--- src/rtl/note_judge_n.sv ---
// note_judge_n: strum/game-tick synchroniser, debouncer and note judge.
// Ports: clock/reset, gameclk/strum (async), buttons/intersections (sync),
//        score/streak/multiplier, hit_pulse/miss_pulse (registered).
module note_judge_n #(
  parameter int LANES           = 4,
  parameter int SCORE_W         = 32,
  parameter int STREAK_W        = 8,
  parameter int DEBOUNCE        = 4,
  parameter int HIT_PTS         = 1,
  parameter int STREAK_PER_MULT = 10,
  parameter int MAX_MULT        = 4
) (
  input  logic                clock,
  input  logic                reset,
  input  logic                gameclk,
  input  logic                strum,
  input  logic [LANES-1:0]    buttons,
  input  logic [LANES-1:0]    intersections,
  output logic [SCORE_W-1:0]  score,
  output logic [STREAK_W-1:0] streak,
  output logic [2:0]          multiplier,
  output logic                hit_pulse,
  output logic                miss_pulse
);

  localparam int CW = $clog2(DEBOUNCE + 1);
  localparam int AW = SCORE_W + 8;

  typedef enum logic [1:0] {
    IDLE,
    JUDGE,
    COOLDOWN
  } state_t;

  // synchronisers
  logic gc_s1_q, gc_s2_q, gc_s3_q;
  logic st_s1_q, st_s2_q;

  // debouncer
  logic          db_q, db_d;
  logic [CW-1:0] cnt_q, cnt_d;

  // judge state
  state_t             state_q, state_d;
  logic [LANES-1:0]   btn_q, btn_d;
  logic [LANES-1:0]   int_q, int_d;
  logic               note_q, note_d;
  logic               judged_q, judged_d;
  logic [SCORE_W-1:0] score_q, score_d;
  logic [STREAK_W-1:0] streak_q, streak_d;
  logic [2:0]         mult_q, mult_d;
  logic               hit_q, hit_d;
  logic               miss_q, miss_d;

  logic          tick;
  logic          strum_ev;
  logic          tick_miss;
  logic          is_hit;
  logic [AW-1:0] sum_w;
  logic [31:0]   quot_w;

  assign tick = gc_s2_q & ~gc_s3_q;

  // Level flips only after DEBOUNCE consecutive disagreeing cycles;
  // the event fires on the same edge that the level rises.
  always_comb begin
    db_d  = db_q;
    cnt_d = '0;
    if (st_s2_q != db_q) begin
      if (cnt_q == CW'(DEBOUNCE - 1)) begin
        db_d = st_s2_q;
      end else begin
        cnt_d = cnt_q + CW'(1);
      end
    end
  end

  assign strum_ev = db_d & ~db_q;

  assign is_hit = (btn_q == int_q) && (|int_q);

  // Saturating add uses the pre-hit multiplier.
  assign sum_w = AW'(score_q) + (AW'(HIT_PTS) * AW'(mult_q));

  assign quot_w = 32'(streak_q) / 32'(STREAK_PER_MULT);

  always_comb begin
    if (quot_w >= 32'(MAX_MULT - 1)) begin
      mult_d = 3'(MAX_MULT);
    end else begin
      mult_d = 3'(quot_w + 32'd1);
    end
  end

  // A note left unjudged when the window closes is a miss. While JUDGE
  // runs, the judgement itself stands in for the window's verdict.
  assign tick_miss = tick && note_q && !judged_q && (state_q != JUDGE);

  always_comb begin
    state_d  = state_q;
    btn_d    = btn_q;
    int_d    = int_q;
    note_d   = note_q | (|intersections);
    judged_d = judged_q;
    score_d  = score_q;
    streak_d = streak_q;
    hit_d    = 1'b0;
    miss_d   = 1'b0;

    // Close the old window before anything else this cycle.
    if (tick) begin
      note_d   = |intersections;
      judged_d = 1'b0;
      if (tick_miss) begin
        miss_d   = 1'b1;
        streak_d = '0;
      end
    end

    unique case (state_q)
      IDLE: begin
        if (strum_ev) begin
          btn_d   = buttons;
          int_d   = intersections;
          state_d = JUDGE;
        end
      end
      JUDGE: begin
        if (is_hit) begin
          hit_d = 1'b1;
          if (streak_q != '1) begin
            streak_d = streak_q + STREAK_W'(1);
          end
          if (sum_w[AW-1:SCORE_W] != '0) begin
            score_d = '1;
          end else begin
            score_d = sum_w[SCORE_W-1:0];
          end
        end else begin
          miss_d   = 1'b1;
          streak_d = '0;
        end
        // A judgement that coincides with a tick belongs to the window
        // that just closed, so the new window starts open and unjudged.
        judged_d = ~tick;
        state_d  = tick ? IDLE : COOLDOWN;
      end
      COOLDOWN: begin
        if (tick && strum_ev) begin
          btn_d   = buttons;
          int_d   = intersections;
          state_d = JUDGE;
        end else if (tick) begin
          state_d = IDLE;
        end
      end
      default: begin
        state_d = IDLE;
      end
    endcase
  end

  always_ff @(posedge clock or posedge reset) begin
    if (reset) begin
      gc_s1_q  <= 1'b0;
      gc_s2_q  <= 1'b0;
      gc_s3_q  <= 1'b0;
      st_s1_q  <= 1'b0;
      st_s2_q  <= 1'b0;
      db_q     <= 1'b0;
      cnt_q    <= '0;
      state_q  <= IDLE;
      btn_q    <= '0;
      int_q    <= '0;
      note_q   <= 1'b0;
      judged_q <= 1'b0;
      score_q  <= '0;
      streak_q <= '0;
      mult_q   <= 3'd1;
      hit_q    <= 1'b0;
      miss_q   <= 1'b0;
    end else begin
      gc_s1_q  <= gameclk;
      gc_s2_q  <= gc_s1_q;
      gc_s3_q  <= gc_s2_q;
      st_s1_q  <= strum;
      st_s2_q  <= st_s1_q;
      db_q     <= db_d;
      cnt_q    <= cnt_d;
      state_q  <= state_d;
      btn_q    <= btn_d;
      int_q    <= int_d;
      note_q   <= note_d;
      judged_q <= judged_d;
      score_q  <= score_d;
      streak_q <= streak_d;
      mult_q   <= mult_d;
      hit_q    <= hit_d;
      miss_q   <= miss_d;
    end
  end

  assign score      = score_q;
  assign streak     = streak_q;
  assign multiplier = mult_q;
  assign hit_pulse  = hit_q;
  assign miss_pulse = miss_q;

endmodule
--- config.mk ---
export PLATFORM = sky130hd
export DESIGN_NAME = note_judge_n
export DESIGN_NICKNAME = d
export VERILOG_FILES = /design/src/rtl/note_judge_n.sv
export SDC_FILE = /design/constraint.sdc
export NUM_CORES = 1
export LEC_CHECK = 0
export CAP_MARGIN = 25
export CELL_PAD_IN_SITES_DETAIL_PLACEMENT = 1
export CELL_PAD_IN_SITES_GLOBAL_PLACEMENT = 1
export CORE_MARGIN = 2
export CORE_UTILIZATION = 43
export CTS_BUF_LIST = sky130_fd_sc_hd__clkbuf_4
export DETAILED_ROUTE_END_ITERATION = 8
export PLACE_DENSITY_LB_ADDON = 0.1
export SLEW_MARGIN = 20
export SYNTH_ARGS = -nofsm -noshare
export SYNTH_HDL_FRONTEND = slang
export SYNTH_SLANG_ARGS = --single-unit
--- constraint.sdc ---
create_clock -name clock -period 4 [get_ports clock]
set_input_delay 1.2 -clock clock [delete_from_list [all_inputs] [get_ports clock]]
set_output_delay 1.2 -clock clock [all_outputs]
set_load 0.05 [all_outputs]
==> impl_table.tex, run 1 <==
\begin{tabular}{lr}
\hline
Metric & Value \\
\hline
\multicolumn{2}{l}{\textbf{Outcome}} \\
\quad Status & completed \\
\multicolumn{2}{l}{\textbf{Yosys}} \\
\quad Combinational family with the most area after synthesis & simple AND/OR/NAND/NOR gates \\
\quad Synthesized-area fraction occupied by adder cells & 3.77\% \\
\quad Async set-reset flop share out of synthesis & 100\% \\
\quad Sequential-to-total area share from yosys stat & 43.6\% \\
\quad Number of distinct library cells after synthesis & 65 \\
\quad Post-Syn Area & 3790 um2 \\
\quad Post-Synth Simple-Gate Area & 23.1\% \\
\quad Number of enable-type register cells in the synthesized netlist & 0 \\
\quad Top flip-flop cell by instance count after synthesis & dfrtp\_1 \\
\quad Register bit total from synthesis & 66 \\
\quad Mux share of post-synthesis cell area & 5.02\% \\
\quad Xor-xnor portion of the synthesized cell area & 5.32\% \\
\quad Syn\_area\_per\_cell & 9.86 um2 \\
\quad Warnings from Yosys & 0 \\
\quad Nets in the synthesized netlist & 406 \\
\quad Complex-gate fraction of the synthesized area & 14.0\% \\
\quad Mapped Cells & 384 \\
\multicolumn{2}{l}{\textbf{Timing}} \\
\quad Max Transition Viols Final & 0 \\
\quad Final-report hold violation count & 0 \\
\quad Setup TNS & 0 ns \\
\quad Worst Skew & 0.0251 ns \\
\quad Final Critical Period & 3.47 ns \\
\quad Max Clk Rate & 289 MHz \\
\quad Relative slew slack & 52.0\% \\
\quad Part of the cycle the worst path needs & 86.6\% \\
\quad Least-Margin Pin Slew & 0.718 ns \\
\quad Number of failing setup endpoints in the final timing report & 0 \\
\quad Unrepaired setup endpoints after global routing & false \\
\multicolumn{2}{l}{\textbf{CTS}} \\
\quad Post-CTS Hold Fix Bufs & 0 \\
\quad Buffer type at the clock tree root & clkbuf\_4 \\
\quad Number of H-tree levels & 3 \\
\quad Buffers from clock root to sink, at most & 2 \\
\quad CTS tree & built \\
\quad Post-CTS Setup Bufs & 0 \\
\quad Later-pin clock latency in the skew report & 0.41 ns \\
\quad Clock input transition at the sequential cells of the worst setup and hold paths & 0.13 ns \\
\quad Number of gates resized after cts & 0 \\
\quad CTS buffer count & 9 \\
\quad Sinks on Clock Net & 66 \\
\multicolumn{2}{l}{\textbf{Placed design}} \\
\quad Count of input and output buffers & 56 \\
\quad HPWL after DPL & 6670 um \\
\quad Final GP Congestion & 0.820 \\
\multicolumn{2}{l}{\textbf{Cells and area}} \\
\quad Area delta synth->final & 19.8\% \\
\quad Ant diodes & 0 \\
\quad Fraction of layout instances using a drive strength above 1 & 13.1\% \\
\quad Filler cell count in the final layout & 990 \\
\quad Most common cell after layout, fill and taps aside & dfrtp\_1 \\
\quad Most frequent cells in the layout & dfrtp\_1, clkdlybuf4s50\_1, nand2\_1 \\
\quad Net total in the final layout & 461 \\
\multicolumn{2}{l}{\textbf{Setup path}} \\
\quad Arrival time worst endpoint & 3.83 ns \\
\quad Required arrival time at the worst endpoint & 4.36 ns \\
\quad Delay of the slowest cell on the worst path & 0.61 ns \\
\quad CP Launch Type & register \\
\quad Setup slack of the worst register-to-register path & 0.53 ns \\
\quad Largest fanout on the critical path & 5 \\
\quad Beginning of the worst register-to-register path & streak[5]\$\_DFF\_PP0\_ \\
\quad Class of the most critical setup path & reg -> reg \\
\quad Crit path cell chain & inv\_1, nand2\_1, ha\_1, and2b\_2, nand2\_1, o311ai\_1, nor4\_1, a2111oi\_2, nand3\_1, ha\_1, a2111oi\_1, and4\_1 \\
\quad Critical path's slowest cell & o311ai\_1 \\
\quad FF-to-FF path depth & 12 \\
\quad Nature of the critical path endpoint & register \\
\quad Worst reg2reg path endpoint & multiplier[0]\$\_DFF\_PP1\_ \\
\multicolumn{2}{l}{\textbf{Global route}} \\
\quad First-pass GRT wire length & 16000 um \\
\quad Vias in the first global route & 3201 \\
\quad Antenna violations before repair & 0 \\
\quad GRT Util Overall & 20.5\% \\
\quad Remaining global-route overflow & 0 \\
\quad Maximum number of pins on one net before global-route repair & 40 \\
\multicolumn{2}{l}{\textbf{Detailed routing}} \\
\quad Via/cell ratio & 5.64 \\
\quad Residual DRC & 0 \\
\quad Antenna Nets Post-Route & 0 \\
\quad Routed wire length per instance & 16.7 um \\
\quad DRC violation total after the first TritonRoute iteration & 107 \\
\quad Sum of routed wire length over all layers & 9240 um \\
\quad Overall via count from detail\_route & 3111 \\
\quad Number of detailed-route iterations in the first pass & 4 \\
\multicolumn{2}{l}{\textbf{Flow run}} \\
\quad Number of maximum-capacitance violations & 0 \\
\multicolumn{2}{l}{\textbf{Floorplanning}} \\
\quad Horiz. Die Dim & 97.9 um \\
\quad Effective utilization at floorplan & 43.9\% \\
\quad Rows & 34 \\
\quad Height of the chip & 97.9 um \\
\quad Die area & 9570 um2 \\
\quad Number of top-level pins & 57 \\
\quad Core ar. & 8640 um2 \\
\multicolumn{2}{l}{\textbf{Power}} \\
\quad PwrDens & 330 nW/um2 \\
\quad Peak VDD IR & 225 uV \\
\quad Static leakage & 2.03 nW \\
\quad Total Power & 0.00150 W \\
\multicolumn{2}{l}{\textbf{Worst hold path}} \\
\quad Hold Crit Class & reg -> reg \\
\quad Hold endpoint & gc\_s2\_q\$\_DFF\_PP0\_ \\
\quad Worst Hold Launch & gc\_s1\_q\$\_DFF\_PP0\_ \\
\quad Worst Hold Path Cells & 0 \\
\hline
\end{tabular}
-- registers in the layout, indices dropped and copies added (netlist names) --
name and count:
gc_s3_q 1, miss_pulse 1, hit_pulse 1, multiplier 3
gc_s1_q 1, note_q 1, judged_q 1, state_q 2
streak 8, btn_q 4, gc_s2_q 1, score 32
db_q 1, st_s2_q 1, int_q 4, cnt_q 3
st_s1_q 1
-- stage by stage --
step | hold WS [ns] | area (um2) | cells | utilization [%] | setup WS, ns
floorplan | 0.331 | 3790 | 384 | - | 0.465
global placement | 0.332 | 4420 | 536 | 51.2 | 0.738
detailed placement | 0.336 | 4420 | 536 | 51.2 | 0.562
CTS | 0.366 | 4540 | 552 | 52.5 | 0.527
global route | 0.376 | 4540 | 552 | 52.5 | 0.210
finish | 0.361 | 4540 | 552 | 52.5 | 0.534
-- layer usage --
metal / up-vias / wire (um) / GRT usage [%]
met1: 1563 / 4500 / 28.5
met2: 53 / 4360 / 33.1
met3: 7 / 289 / 4.01
met4: 0 / 93 / 4.81
met5: - / 0 / 0
li1: 1488 / - / -
-- logic make-up (layout without fill, tap and decap cells) --
family | after synthesis | count (layout)
DFF | 66 | 66
adders and majority gates | 11 | 11
buffers and inverters | 37 | 97
and+or+nand+nor | 156 | 156
AOI/OAI and AO/OA | 74 | 74
xor gates and xnor gates | 23 | 23
muxes | 17 | 17
-- synth_stat cells (6+ instances only) --
library cell,instances,area (um2)
nand4_1,15,93.8
nor3_1,6,30.0
nand3_1,17,85.1
o21ai_0,17,85.1
nor2_1,19,71.3
mux2_2,15,169
inv_1,19,71.3
dfrtp_1,65,1630
and3_1,8,50.1
nor2b_1,6,37.5
a21oi_1,17,85.1
buf_2,7,35.0
nand2_1,41,154
o31ai_1,6,45.0
ha_1,9,113
xor2_1,18,158
-- how the worst max path moves through the flow --
stage | start | to | depth (start not counted)
floorplan | streak[5]$_DFF_PP0_ | multiplier[0]$_DFF_PP1_ | 14
global placement | streak[5]$_DFF_PP0_ | multiplier[0]$_DFF_PP1_ | 12
detailed placement | streak[5]$_DFF_PP0_ | multiplier[0]$_DFF_PP1_ | 12
CTS | streak[5]$_DFF_PP0_ | multiplier[0]$_DFF_PP1_ | 12
global route | streak[5]$_DFF_PP0_ | multiplier[0]$_DFF_PP1_ | 12
finish | streak[5]$_DFF_PP0_ | multiplier[0]$_DFF_PP1_ | 12
-- where the power goes --
| group | switching, W | internal (W) |
|---|---|---|
| logic | 0.000169 | 0.000138 |
| registers | 0.0000512 | 0.000737 |
| clock network | 0.000265 | 0.000136 |
| total | 0.000485 | 0.00101 |
-- final cells by class --
type | count | area [um2] | area share, %
Multi-Input combinational cell | 281 | 1940 | 42.8
Inverter | 19 | 71.3 | 1.57
Timing Repair Buffer | 62 | 618 | 13.6
Tap cell | 108 | 135 | 2.98
Clock inverter | 6 | 42.5 | 0.938
Clock buffer | 10 | 75.1 | 1.65
Sequential cell | 66 | 1650 | 36.4
-- critical path, delay by kind of cell (launching register included) --
| family | cells | cell delay, ns |
|---|---|---|
| AOI/OAI and AO/OA | 3 | 1.44 |
| and+or+nand+nor | 6 | 0.97 |
| adders and majority gates | 2 | 0.52 |
| DFF | 1 | 0.40 |
| buffers and inverters | 1 | 0.09 |
Note: power is estimated with default switching activity, not from simulation.
==> inputs of run 2 (changes only) <==
--- a/config.mk
+++ b/config.mk
@@ -13,7 +13,7 @@
 export CTS_BUF_LIST = sky130_fd_sc_hd__clkbuf_4
 export DETAILED_ROUTE_END_ITERATION = 8
 export PLACE_DENSITY_LB_ADDON = 0.1
-export SLEW_MARGIN = 20
+export SLEW_MARGIN = 10
 export SYNTH_ARGS = -nofsm -noshare
 export SYNTH_HDL_FRONTEND = slang
 export SYNTH_SLANG_ARGS = --single-unit
==> results of run 2 <==
Same layout as run 1: the final DEF is identical, and so are final timing and power.
